--- src/rtl/uart_tx_arbiter.sv ---
// Round-robin arbiter sharing one UART transmitter among NUM_REQ byte streams.
// A grant lasts for a whole message or MAX_BURST bytes, whichever comes first.
module uart_tx_arbiter #(
    parameter int NUM_REQ    = 4,
    parameter int DATA_WIDTH = 8,
    parameter int MAX_BURST  = 16
) (
    input  logic                          clk,
    input  logic                          reset,
    input  logic [NUM_REQ-1:0]            req_valid,
    input  logic [NUM_REQ*DATA_WIDTH-1:0] req_data,
    input  logic [NUM_REQ-1:0]            req_last,
    output logic [NUM_REQ-1:0]            req_ready,
    output logic [NUM_REQ-1:0]            grant,
    output logic                          tx_start,
    output logic [DATA_WIDTH-1:0]         tx_data,
    input  logic                          tx_busy,
    output logic                          active
);
    localparam int PTR_W = $clog2(NUM_REQ);
    localparam int CNT_W = $clog2(MAX_BURST + 1);
    localparam logic [CNT_W-1:0] BURST_LIMIT = CNT_W'(MAX_BURST);

    typedef enum logic [1:0] {IDLE, LOAD, START, WAIT} state_t;

    state_t                state, state_next;
    logic [PTR_W-1:0]      ptr, ptr_next;
    logic [PTR_W-1:0]      owner, owner_next;
    logic [PTR_W-1:0]      pick;
    logic                  pick_found;
    logic [NUM_REQ-1:0]    grant_next;
    logic [CNT_W-1:0]      burst_cnt, burst_cnt_next;
    logic                  last_q, last_next;
    logic                  tx_start_next;
    logic [DATA_WIDTH-1:0] tx_data_next;
    logic [DATA_WIDTH-1:0] req_bytes [NUM_REQ];

    for (genvar g = 0; g < NUM_REQ; g++) begin : g_slice
        assign req_bytes[g] = req_data[g*DATA_WIDTH +: DATA_WIDTH];
    end

    // Circular scan starting just after the previous owner.
    always_comb begin
        logic [PTR_W-1:0] cand;
        pick       = '0;
        pick_found = 1'b0;
        cand       = '0;
        for (int i = 1; i <= NUM_REQ; i++) begin
            cand = PTR_W'((int'(ptr) + i) % NUM_REQ);
            if (!pick_found && req_valid[cand]) begin
                pick       = cand;
                pick_found = 1'b1;
            end
        end
    end

    always_comb begin
        req_ready = '0;
        if (state == LOAD && req_valid[owner]) begin
            req_ready[owner] = 1'b1;
        end
    end

    assign active = (state != IDLE);

    always_comb begin
        state_next     = state;
        ptr_next       = ptr;
        owner_next     = owner;
        grant_next     = grant;
        burst_cnt_next = burst_cnt;
        last_next      = last_q;
        tx_start_next  = tx_start;
        tx_data_next   = tx_data;
        unique case (state)
            IDLE: begin
                if (pick_found) begin
                    owner_next     = pick;
                    grant_next     = NUM_REQ'(1) << pick;
                    burst_cnt_next = '0;
                    state_next     = LOAD;
                end
            end
            LOAD: begin
                if (req_valid[owner]) begin
                    tx_data_next   = req_bytes[owner];
                    last_next      = req_last[owner];
                    burst_cnt_next = burst_cnt + CNT_W'(1);
                    // A frame left over from before a reset keeps tx_start low until it ends.
                    tx_start_next  = !tx_busy;
                    state_next     = START;
                end else begin
                    grant_next = '0;
                    ptr_next   = owner;
                    state_next = IDLE;
                end
            end
            START: begin
                if (tx_start) begin
                    if (tx_busy) begin
                        tx_start_next = 1'b0;
                        state_next    = WAIT;
                    end
                end else if (!tx_busy) begin
                    tx_start_next = 1'b1;
                end
            end
            WAIT: begin
                if (!tx_busy) begin
                    if (last_q || burst_cnt == BURST_LIMIT) begin
                        grant_next = '0;
                        ptr_next   = owner;
                        state_next = IDLE;
                    end else begin
                        state_next = LOAD;
                    end
                end
            end
            default: state_next = IDLE;
        endcase
    end

    always_ff @(posedge clk) begin
        if (reset) begin
            state     <= IDLE;
            ptr       <= PTR_W'(NUM_REQ - 1);
            owner     <= '0;
            grant     <= '0;
            burst_cnt <= '0;
            last_q    <= 1'b0;
            tx_start  <= 1'b0;
            tx_data   <= '0;
        end else begin
            state     <= state_next;
            ptr       <= ptr_next;
            owner     <= owner_next;
            grant     <= grant_next;
            burst_cnt <= burst_cnt_next;
            last_q    <= last_next;
            tx_start  <= tx_start_next;
            tx_data   <= tx_data_next;
        end
    end
endmodule

--- config.mk ---
export PLATFORM = sky130hd
export DESIGN_NAME = uart_tx_arbiter
export DESIGN_NICKNAME = d
export VERILOG_FILES = /design/src/rtl/uart_tx_arbiter.sv
export SDC_FILE = /design/constraint.sdc
export NUM_CORES = 1
export LEC_CHECK = 0
export ABC_CLOCK_PERIOD_IN_PS = 1500
export CORE_MARGIN = 4
export CORE_UTILIZATION = 35
export DETAILED_ROUTE_END_ITERATION = 7
export MAX_ROUTING_LAYER = met4
export PLACE_DENSITY = 0.71
export REMOVE_ABC_BUFFERS = 1
export SLEW_MARGIN = 20
export SYNTH_ARGS = -nofsm -noshare
export SYNTH_HDL_FRONTEND = slang
export SYNTH_SLANG_ARGS = --single-unit
--- constraint.sdc ---
create_clock -name clk -period 1.5 [get_ports clk]
set_input_delay 0.15 -clock clk [delete_from_list [all_inputs] [get_ports clk]]
set_output_delay 0.15 -clock clk [all_outputs]
set_load 0.02 [all_outputs]
# == After elaboration in Yosys (flattened, before gate mapping) ==
# Cells that the tools add are included.
# classes
n_addsub,5
magnitude_cmp,7
n_eq_ne,11
shift,1
muxes,48
bitwise_logic,1
n_reduce_logical,23
# op_table
cell,count
2-bit 2-to-1 mux,12
4-bit 2-to-1 mux,5
8-bit binary-select mux with 2-bit select,1
8-bit 2-to-1 mux,2
"2-bit by 3-bit less-than comparator with 1-bit output, second input constant",5
1-bit 2-to-1 mux,14
1-bit binary-select mux with 2-bit select,6
"2-bit != test, second input constant",6
4-bit case mux with 3 select lines,1
5-bit 2-to-1 mux,2
5-bit case mux with 2 select lines,1
2-bit case mux with 4 select lines,1
4-bit AND reduction,2
2-bit nonzero test,4
2-bit AND reduction,3
"5-bit by 1-bit adder with 5-bit output, second input constant",1
"5-bit == test, second input constant",1
1-bit logical AND,5
5-bit AND reduction,1
"2-bit by 1-bit adder with 2-bit output, second input constant",2
"2-bit adder, second input constant",2
"2-bit == test, second input constant",2
1-bit logical NOT,4
2-bit case mux with 2 select lines,1
12 further kinds,12
# word_totals
ff_bits,25
inputBits,43
elab_cells,104

# == Logic depth before layout (Yosys ltp) ==
# Gate-level depths: netlist of the first run.
# depth
ltp_word,16
depth_mapped,6
ltp_nobuf,6

# == Worst setup path before layout of the first run ==
# OpenSTA, ideal clock, no wires.
# synth_path
path_kind,flip-flop to output port
startpoint,reg owner[0]
endpoint,out req_ready[2]
arrival_time_ns,1.629
t_required_ns,1.350
path_slack_ns,-0.279
stages_incl_launch_ff,6
path_buffers,1
path_cell_list,dfxtp_1 buf_2 nand2b_1 o22ai_1 nand2_1 nor3b_1
# synth_via
elab_chain_len,5
word_cells_on_any_way,9
cone_classes,order compare (2); mux (5); reduce/logical (2)
# synth_rtl
element,line,rtl
"start, declared",28,"logic [PTR_W-1:0] owner, owner_next;"
"start signal, assigned",136,owner <= owner_next;
2-bit by 3-bit less-than comparator with 1-bit output (implied by the code) / 2-bit by 1-bit greater-or-equal comparator with 1-bit output (equally long branches),60,req_ready[owner] = 1'b1;
1-bit logical AND (implied by the code),60,
1-bit 2-to-1 mux (implied by the code),60,
1-bit demux with 2-bit select,60,
4-bit 2-to-1 mux *,59,if (state == LOAD && req_valid[owner]) begin
"end, declared",13,"output logic [NUM_REQ-1:0] req_ready,"
# Mark *: on every way between the ends. The rest lies on a longest branch, timed or not. The select of a mux whose other input is x is not followed.

# == Final worst setup path of the first run ==
# layout_path
startpoint,reg owner[1]
endpoint,reg burst_cnt[4]
# layout_via
elab_chain_len,4
# layout_rtl
element,line,rtl
1-bit binary-select mux with 2-bit select,85,if (req_valid[owner]) begin
1-bit 2-to-1 mux (implied by the code),85,
2-bit by 1-bit != test with 1-bit output (no line),--,
3-bit AND reduction (no line),--,
"end signal, assigned",138,burst_cnt <= burst_cnt_next;
"end, declared",32,"logic [CNT_W-1:0] burst_cnt, burst_cnt_next;"
# Every way passes these cells. The select of a mux whose other input is x is not followed.
# A chain may end at the register's enable or synchronous reset.

==> impl_metrics.env, run 1 <==
export IMPL_root_buffer="clkbuf_8"
export IMPL_wire_per_inst_um=15.09
export IMPL_switching_share=0.3563
export IMPL_fillers=345
export IMPL_die_w_um=73.72
export IMPL_setup_ws_ns=-0.1222
export IMPL_initial_utilization=0.3699
export IMPL_synth_cell_types=41
export IMPL_ys_seq_area_frac=0.3311
export IMPL_cp_data_required_time_ns=1.70
export IMPL_cap_violations=0
export IMPL_yosys_top_cells_area="dfxtp_1, mux4_2, a21oi_1"
export IMPL_timing_fmax_ghz=0.6164
export IMPL_antenna_found_initial=0
export IMPL_clk_latency_ns=0.27
export IMPL_reg2reg_slack_ns=-0.12
export IMPL_maxSlewViolCount=0
export IMPL_cts_buffers=3
export IMPL_nNetsFinal=300
export IMPL_grt_pass1_vias=1578
export IMPL_arrival_ns=1.82
export IMPL_synth_area_per_cell_um2=8.891
export IMPL_powerDensity_nw_per_um2=985.3
export IMPL_setup_violations=7
export IMPL_grt_overflow_total=0
export IMPL_ant_nets=0
export IMPL_synth_top_area_share=0.3311
export IMPL_clk_path_buf_depth=2
export IMPL_slew_headroom=0.8019
export IMPL_p_seq_frac=0.326
export IMPL_grt_start_max_net_pins=18
export IMPL_hp_class="flip-flop to flip-flop"
export IMPL_violations="negative setup slack"
export IMPL_critical_path_class="flip-flop to flip-flop"
export IMPL_place_detailed_hpwl_um=3264
export IMPL_final_util=0.6347
export IMPL_rr_worst_depth=5
export IMPL_gp_congestion=0.8126
export IMPL_clock_skew_ns=0.002648
export IMPL_drive_gt1_frac=0.3110
export IMPL_diodes=0
export IMPL_end_kind="flip-flop"
export IMPL_critPathLaunchType="flip-flop"
export IMPL_status="complete, but fails checks"
export IMPL_whs_path_depth=2
export IMPL_p_leak_nw=0.9737
export IMPL_cts_sinks=25
export IMPL_fin_area_um2=2594
export IMPL_placed_area_um2=2337
export IMPL_tritoncts="built"
export IMPL_grt_util_all_layers=0.1692
export IMPL_die_area_um2=5434
export IMPL_fin_crit_sh=1.081
export IMPL_synth_main_ff_cell="dfxtp_1"
export IMPL_combPwrFrac=0.511
export IMPL_num_vias=1657
export IMPL_hold_viol_final=0
export IMPL_viasPerCell=5.451
export IMPL_rsz0062_at_grt="yes"
export IMPL_synthArstFlopShare=0
export IMPL_htreeDepth=1
export IMPL_synth_cells=170
export IMPL_io_buffers=60
export IMPL_synthesis_area_um2=1511
export IMPL_synth_area_leader_cell="dfxtp_1"
export IMPL_wl_um=4587
export IMPL_core_um2=4086
export IMPL_yosysWarnings=0
export IMPL_whs_ns=0.4713
export IMPL_clk_pin_slew_ns=0.09
export IMPL_path_max_fanout=6
export IMPL_firstDrtPassIters=4
export IMPL_die_y_um=73.72
export IMPL_pwr_share_clk=0.163
export IMPL_irDropWorstVdd_mv=0.4541
export IMPL_row_count=23
export IMPL_tightest_slew_ns=0.2931
export IMPL_area_growth_pct=71.61
export IMPL_drtIter0Drc=155
export IMPL_p_sw_mw=0.9105
export IMPL_p_int_mw=1.645
export IMPL_drcViolationCount=0
export IMPL_grt_pass1_wl_um=7086
export IMPL_ios=61
export IMPL_synth_seq_cells=25
export IMPL_layout_min_cycle_time_ns=1.622
export IMPL_synth_edff_count=0
==> routing by layer <==
layer	up-vias	part of all wire	track usage
li1	811	-	-
met1	779	0.41	0.2117
met2	65	0.51	0.2815
met3	2	0.080	0.03420
met4	0	0.0046	0.03622
met5	-	0	-
==> state kept, by name, summed over array words and instances, names as in the netlist, named ones only <==
name       flops
burst_cnt      5
state          1
tx_data        8
ptr            2
last_q         1
grant          4
tx_start       1
owner          2
==> through the flow <==
stage	setup TNS [ns]	setup slack, ns	power [mW]	std cells
final	-0.6429	-0.1222	2.556	304
after floorplan	-11.27	-0.9386	1.394	157
after global routing	-1.642	-0.2140	2.709	304
after CTS	-0.4949	-0.1090	2.447	301
after detailed placement	-9.556	-0.6089	1.965	297
after global placement	-8.934	-0.5810	1.949	297
==> power by group through the flow <==
stage | combinational (mW) | sequential, mW | clock, mW
after global placement | 1.12 | 0.828 | 0
after detailed placement | 1.13 | 0.832 | 0
final | 1.31 | 0.833 | 0.417
after global routing | 1.41 | 0.843 | 0.458
after floorplan | 0.456 | 0.938 | 0
after CTS | 1.20 | 0.826 | 0.421
==> Yosys cell counts (4+ instances only) <==
library cell and instances:
clkbuf_1 7, o21ai_0 12, nand3_1 15, a21oi_1 17, inv_1 6, nand2_1 11
buf_2 5, dfxtp_1 25, o22ai_1 4, mux2i_1 5, mux4_2 7, nor2_1 6
nand2b_1 4, or4_1 4
==> critical path, cell delays in order (launching register included) <==
cell	delay (ns)
dfxtp_4	0.38
mux2i_4	0.20
buf_4	0.15
o22a_4	0.26
or4_1	0.41
a21boi_1	0.15
==> final timing paths <==
path | startpoint | to
setup / recovery | owner[1]$_SDFFE_PP0P_ | burst_cnt[4]$_SDFFE_PP0P_
hold / removal | grant[0]$_SDFFE_PP0P_ | grant[0]$_SDFFE_PP0P_
setup reg to reg | owner[1]$_SDFFE_PP0P_ | burst_cnt[4]$_SDFFE_PP0P_
hold reg to reg | grant[0]$_SDFFE_PP0P_ | grant[0]$_SDFFE_PP0P_
==> what timing repair did <==
item | 4_1_cts | 5_1_grt
hold buffers | 0 | 0
gates cloned | 0 | 1
hold endpoints to repair | 0 | 0
pin swaps | 14 | 4
setup buffers | 0 | 2
setup endpoints to repair | 28 | 27
resized for setup | 52 | 29
==> layout by cell type (no fill, tap or decap), types with 2 or more instances in the layout <==
cell,netlist,final
dfxtp_2,0,4
mux4_2,7,7
buf_4,0,30
clkbuf_8,0,3
o32ai_1,2,2
mux2i_4,0,2
mux4_1,2,2
nor2_1,6,5
o21ai_1,0,7
clkinv_1,2,2
dfxtp_1,25,20
buf_6,1,4
and4_1,2,2
o31ai_1,3,3
clkdlybuf4s50_1,0,51
o22ai_4,0,2
o211ai_1,3,3
nand3_1,15,15
nand2b_1,4,4
mux2i_1,5,3
nand2_1,11,9
nor2b_1,2,2
a21oi_1,17,16
or4_4,0,2
o21ai_0,12,2
nor3b_2,0,2
o21ai_2,0,3
dlygate4sd2_1,0,3
or4_1,4,2
nor3_1,3,2
inv_1,6,6
o22ai_1,4,2
==> cell families (layout without fill, tap and decap cells) <==
kind of cell / count (synthesis) / after routing / share of synthesized area
compound gates: 54 / 54 / 0.2219
fa+ha+maj: 2 / 2 / 0.01655
buf+inv: 21 / 105 / 0.06126
flops: 25 / 25 / 0.3311
simple gates: 53 / 53 / 0.1896
mux: 15 / 15 / 0.1796
==> cell type report <==
| class | count | area [um^2] | area share |
|---|---|---|---|
| clock buffers | 3 | 41.29 | 0.01592 |
| clock inverters | 1 | 7.507 | 0.002894 |
| inverters | 8 | 30.03 | 0.01158 |
| multi-input cells | 124 | 1074 | 0.4139 |
| flip-flops and latches | 25 | 509.2 | 0.1963 |
| well taps | 50 | 62.56 | 0.02412 |
| repair buffers | 93 | 869.6 | 0.3353 |
Power figures use the tool's default switching activity.
==> run 2, diff against run 1 <==
- CTS_BUF_LIST: unset -> sky130_fd_sc_hd__clkbuf_16
==> run 2 against run 1 <==
- cell area rose by 1.9%
- largest power group unchanged
- sequential share of layout area fell by 0.37 points
- the flow still finishes with violations (negative setup slack)
- sequential cell count did not move
- die area did not move
- global-route usage rose by 0.23 points
- core utilization rose by 1.2 points
- final cell count fell by 0.33%
- sequential power rose by 0.5%
- worst hold slack got worse by 0.0026 ns
- register-to-register slack barely moved
- power rose by 8.3%
- clock-buffer cell count did not move
==> impl_metrics.env, run 2 (synthesized netlist as in run 1, its figures left out) <==
export IMPL_critPathLaunchType="flip-flop"
export IMPL_root_buffer="clkbuf_16"
export IMPL_cts_sinks=25
export IMPL_row_count=23
export IMPL_setup_ws_ns=-0.1165
export IMPL_tritoncts="built"
export IMPL_fin_crit_sh=1.078
export IMPL_slowest_stage="or4_1"
export IMPL_die_y_um=73.72
export IMPL_grt_pass1_wl_um=7176
export IMPL_ant_nets=0
export IMPL_powerDensity_nw_per_um2=1047
export IMPL_clk_path_buf_depth=2
export IMPL_rsz0062_at_grt="yes"
export IMPL_ios=61
export IMPL_initial_utilization=0.3699
export IMPL_dr_wl_met3_um=352
export IMPL_antenna_found_initial=0
export IMPL_r2r_end="burst_cnt[4]$_SDFFE_PP0P_"
export IMPL_max_stage_delay_ns=0.41
export IMPL_status="complete, but fails checks"
export IMPL_grt_start_max_net_pins=18
export IMPL_fin_area_um2=2644
export IMPL_grt_pass1_vias=1620
export IMPL_drcViolationCount=0
export IMPL_setup_violations=7
export IMPL_hp_class="flip-flop to flip-flop"
export IMPL_tightest_slew_ns=0.2772
export IMPL_highest_layer="met4"
export IMPL_clock_skew_ns=0.002763
export IMPL_io_buffers=60
export IMPL_htreeDepth=1
export IMPL_reg2reg_slack_ns=-0.12
export IMPL_nNetsFinal=299
export IMPL_drive_gt1_frac=0.3320
export IMPL_clk_latency_ns=0.26
export IMPL_min_delay_start="tx_data[4]$_SDFFE_PP0P_"
export IMPL_wire_per_inst_um=15.21
export IMPL_diodes=0
export IMPL_drtIter0Drc=76
export IMPL_path_max_fanout=6
export IMPL_firstDrtPassIters=4
export IMPL_top_regs="tx_data: 8 flops, burst_cnt: 5 flops, grant: 4 flops"
export IMPL_wl_um=4610
export IMPL_setup_tns_ns=-0.5859
export IMPL_placed_area_um2=2337
export IMPL_most_common_layout_cells="clkdlybuf4s50_1, buf_4, dfxtp_1"
export IMPL_met2_length_um=2350
export IMPL_core_um2=4086
export IMPL_num_vias=1695
export IMPL_end_kind="flip-flop"
export IMPL_hold_viol_final=0
export IMPL_cp_data_required_time_ns=1.69
export IMPL_rr_worst_depth=5
export IMPL_critical_path_class="flip-flop to flip-flop"
export IMPL_violations="negative setup slack"
export IMPL_grt_overflow_total=0
export IMPL_timing_rr_start="owner[1]$_SDFFE_PP0P_"
export IMPL_die_area_um2=5434
export IMPL_path_cells="mux2i_4, buf_4, o22a_4, or4_1, a21boi_1"
export IMPL_p_leak_nw=0.9801
export IMPL_cts_buffers=3
export IMPL_final_common_cell="clkdlybuf4s50_1"
export IMPL_min_to="tx_data[4]$_SDFFE_PP0P_"
export IMPL_place_detailed_hpwl_um=3264
export IMPL_fillers=350
export IMPL_regMostFlops="tx_data"
export IMPL_grt_util_all_layers=0.1715
export IMPL_whs_path_depth=2
export IMPL_viasPerCell=5.594
export IMPL_area_growth_pct=74.92
export IMPL_timing_fmax_ghz=0.6186
export IMPL_irDropWorstVdd_mv=0.5126
export IMPL_clk_pin_slew_ns=0.07
export IMPL_die_w_um=73.72
export IMPL_gp_congestion=0.8126
export IMPL_wl_met1_um=1837
export IMPL_largest_reg_flops=8
export IMPL_maxSlewViolCount=0
export IMPL_cap_violations=0
export IMPL_layout_min_cycle_time_ns=1.616
export IMPL_arrival_ns=1.81
export IMPL_slew_headroom=0.8146
-- run 2: cell types whose count changed in the layout (fill, tap and decap cells not counted), sizes merged --
| cell | before | now |
|---|---|---|
| buf | 36 | 35 |
| dlygate4sd2 | 3 | 4 |
| dlymetal6s2s | 1 | 0 |
-- run 2: worst max-delay path by stage --
stage | start | to | slack, ns | depth (start not counted)
2_1_floorplan | owner[0]$_SDFFE_PP0P_ | req_ready[2] | -0.94 | 4
3_3_place_gp | req_valid[3] | req_ready[2] | -0.58 | 6
3_5_place_dp | req_valid[3] | req_ready[2] | -0.61 | 6
4_1_cts | owner[1]$_SDFFE_PP0P_ | req_ready[1] | -0.1 | 5
5_1_grt | owner[1]$_SDFFE_PP0P_ | req_ready[1] | -0.19 | 5
6_report | owner[1]$_SDFFE_PP0P_ | burst_cnt[4]$_SDFFE_PP0P_ | -0.12 | 5
-- run 2: power by group --
part / total (mW) / leakage [nW] / internal, mW / switching (mW)
combinational: 1.31 / 0.738 / 0.699 / 0.612
sequential: 0.837 / 0.205 / 0.758 / 0.0794
clock: 0.618 / 0.0371 / 0.363 / 0.256
-- run 2: layout make-up --
class | count | area [um^2] | area share
clock buffers | 3 | 75.07 | 0.02840
clock inverters | 1 | 7.507 | 0.002840
inverters | 8 | 30.03 | 0.01136
multi-input cells | 124 | 1105 | 0.4179
flip-flops and latches | 25 | 509.2 | 0.1926
well taps | 50 | 62.56 | 0.02366
repair buffers | 92 | 854.6 | 0.3232
-- run 2: worst max-delay path: cells and delay by family (launching register included) --
| family | cells | cell delay (ns) |
|---|---|---|
| buf+inv | 1 | 0.15 |
| mux | 1 | 0.20 |
| compound gates | 2 | 0.41 |
| flops | 1 | 0.37 |
| simple gates | 1 | 0.41 |
-- run 2: stage by stage --
stage | setup WS, ns | instances | utilization | hold WS [ns] | power (mW)
after floorplan | -0.9386 | 157 | - | 0.2191 | 1.394
after global placement | -0.5810 | 297 | 0.5720 | 0.4494 | 1.949
after detailed placement | -0.6089 | 297 | 0.5720 | 0.4611 | 1.965
after CTS | -0.09728 | 302 | 0.6139 | 0.4718 | 2.653
after global routing | -0.1895 | 303 | 0.6470 | 0.4890 | 2.917
final | -0.1165 | 303 | 0.6470 | 0.4687 | 2.767
-- run 2: metal layers --
| metal | vias to the layer above | GRT usage |
|---|---|---|
| met5 | - | - |
| met4 | 0 | 0.05030 |
| met3 | 7 | 0.03420 |
| met2 | 58 | 0.2864 |
| met1 | 823 | 0.2082 |
| li1 | 807 | - |
-- run 2: timing repair --
item,CTS,global route
endpoints found under the setup margin,28,26
pin swaps,15,6
gates cloned,0,1
setup buffers,1,0
hold buffers,0,0
resized for setup,51,34
==> run 3, diff against run 2 <==
- CORE_UTILIZATION: 35 -> 39
- PLACE_DENSITY: 0.71 -> 0.77
==> run 3 against run 2 <==
- the flow still finishes with violations (negative setup slack)
- sequential power decreased by 1%
- clock power decreased by 3%
- sequential cell count unchanged
- setup slack got worse by 0.018 ns
- cell area decreased by 4.5%
- sequential share of layout area increased by 0.92 points
- critical endpoint unchanged
- clock skew increased by 0.0017 ns
==> impl_metrics.env, run 3 (synthesized netlist as in run 1, its figures left out) <==
export IMPL_status="complete, but fails checks"
export IMPL_violations="negative setup slack"
export IMPL_grt_start_max_net_pins=18
export IMPL_firstDrtPassIters=5
export IMPL_fillers=302
export IMPL_place_detailed_hpwl_um=3287
export IMPL_fin_area_um2=2524
export IMPL_initial_utilization=0.4067
export IMPL_slew_headroom=0.7541
export IMPL_ios=61
export IMPL_critPathLaunchType="flip-flop"
export IMPL_row_count=22
export IMPL_ant_nets=0
export IMPL_layout_min_cycle_time_ns=1.634
export IMPL_cts_buffers=3
export IMPL_largest_reg_flops=8
export IMPL_nNetsFinal=297
export IMPL_path_cells="mux2i_2, buf_4, o22a_4, or4_4, a21boi_2"
export IMPL_placed_area_um2=2327
export IMPL_root_buffer="clkbuf_16"
export IMPL_clk_latency_ns=0.26
export IMPL_hp_class="flip-flop to flip-flop"
export IMPL_end_kind="flip-flop"
export IMPL_clk_path_buf_depth=2
export IMPL_slowest_stage="or4_4"
export IMPL_wire_per_inst_um=15.10
export IMPL_htreeDepth=1
export IMPL_maxSlewViolCount=0
export IMPL_core_um2=3716
export IMPL_gp_congestion=0.8178
export IMPL_fin_crit_sh=1.090
export IMPL_clk_pin_slew_ns=0.07
export IMPL_hold_buffers=0
export IMPL_cap_violations=0
export IMPL_die_w_um=70.26
export IMPL_p_total_mw=2.635
export IMPL_grt_pass1_vias=1598
export IMPL_final_cells=299
export IMPL_grt_pass1_wl_um=7196
export IMPL_cts_sinks=25
export IMPL_hold_viol_final=0
export IMPL_final_util=0.6791
export IMPL_tightest_slew_ns=0.3671
export IMPL_regArea_um2=509.2
export IMPL_tritoncts="built"
export IMPL_arrival_ns=1.84
export IMPL_timing_fmax_ghz=0.6119
export IMPL_drive_gt1_frac=0.2908
export IMPL_die_area_um2=4936
export IMPL_viasPerCell=5.478
export IMPL_path_max_fanout=5
export IMPL_top_regs="tx_data: 8 flops, burst_cnt: 5 flops, grant: 4 flops"
export IMPL_grt_overflow_total=0
export IMPL_antenna_found_initial=0
export IMPL_drcViolationCount=0
export IMPL_wl_um=4515
export IMPL_num_vias=1638
export IMPL_dp_cells=294
export IMPL_max_stage_delay_ns=0.49
export IMPL_grt_util_all_layers=0.1827
export IMPL_setup_violations=15
export IMPL_area_growth_pct=66.97
export IMPL_final_common_cell="clkdlybuf4s50_1"
export IMPL_critical_path_class="flip-flop to flip-flop"
export IMPL_diodes=0
export IMPL_rsz0062_at_grt="yes"
export IMPL_regMostFlops="tx_data"
export IMPL_most_common_layout_cells="clkdlybuf4s50_1, buf_4, dfxtp_1"
export IMPL_setup_ws_ns=-0.1343
export IMPL_die_y_um=70.26
export IMPL_p_leak_nw=0.9406
export IMPL_clock_skew_ns=0.004506
export IMPL_io_buffers=60
export IMPL_irDropWorstVdd_mv=0.7353
export IMPL_drtIter0Drc=113
export IMPL_cp_data_required_time_ns=1.70
export IMPL_powerDensity_nw_per_um2=1044
export IMPL_multiInputGateArea_um2=1025
-- run 3: cell types whose count changed in the layout (fill, tap and decap cells not counted), sizes merged --
cell	before	now
buf	35	34
clkbuf	5	4
-- run 3: timing repair --
action,in CTS,in global routing
gates resized for setup,49,15
setup buffers,1,0
endpoints found under the hold margin,0,0
setup endpoints to repair,20,21
pin swaps,10,7
-- run 3: worst paths after layout --
kind | cells past startpoint | slack, ns | endpoint | startpoint
worst max-delay path | 5 | -0.13 | burst_cnt[4]$_SDFFE_PP0P_ | owner[1]$_SDFFE_PP0P_
worst min-delay path | 2 | 0.46 | grant[0]$_SDFFE_PP0P_ | grant[0]$_SDFFE_PP0P_
worst max register to register | 5 | -0.13 | burst_cnt[4]$_SDFFE_PP0P_ | owner[1]$_SDFFE_PP0P_
worst min register to register | 2 | 0.46 | grant[0]$_SDFFE_PP0P_ | grant[0]$_SDFFE_PP0P_
-- run 3: through the flow --
| stage | setup slack (ns) | TNS (ns) | hold slack [ns] |
|---|---|---|---|
| after floorplan | -0.9386 | -11.27 | 0.2191 |
| after global placement | -0.6025 | -7.818 | 0.4467 |
| after detailed placement | -0.6505 | -8.364 | 0.4527 |
| after CTS | -0.1038 | -0.5461 | 0.4636 |
| after global routing | -0.1979 | -2.011 | 0.4981 |
| final | -0.1343 | -0.9653 | 0.4594 |
-- run 3: worst max-delay path, delay by kind of cell (launching register included) --
kind / cells / cell delay, ns
flops: 1 / 0.36
compound gates: 2 / 0.39
mux: 1 / 0.18
buf+inv: 1 / 0.15
simple gates: 1 / 0.49
-- run 3: power by group --
group | total (mW) | internal [mW] | leakage, nW | switching, mW
clock | 0.601 | 0.362 | 0.0371 | 0.239
sequential | 0.828 | 0.758 | 0.205 | 0.0697
combinational | 1.21 | 0.634 | 0.698 | 0.572
total | 2.64 | 1.75 | 0.941 | 0.881
-- run 3: area by class of cell --
class | instances | share of cell area
repair buffers | 90 | 0.3237
well taps | 48 | 0.02380
flip-flops and latches | 25 | 0.2018
clock inverters | 1 | 0.002975
multi-input cells | 124 | 0.4060
clock buffers | 3 | 0.02975
inverters | 8 | 0.01190
-- run 3: metal layers --
| metal | vias to the layer above | GRT usage | wire, um |
|---|---|---|---|
| li1 | 802 | - | - |
| met1 | 776 | 0.2167 | 1892 |
| met2 | 56 | 0.3129 | 2263 |
| met3 | 4 | 0.05180 | 344 |
| met4 | 0 | 0.02766 | 14 |
| met5 | - | - | 0 |
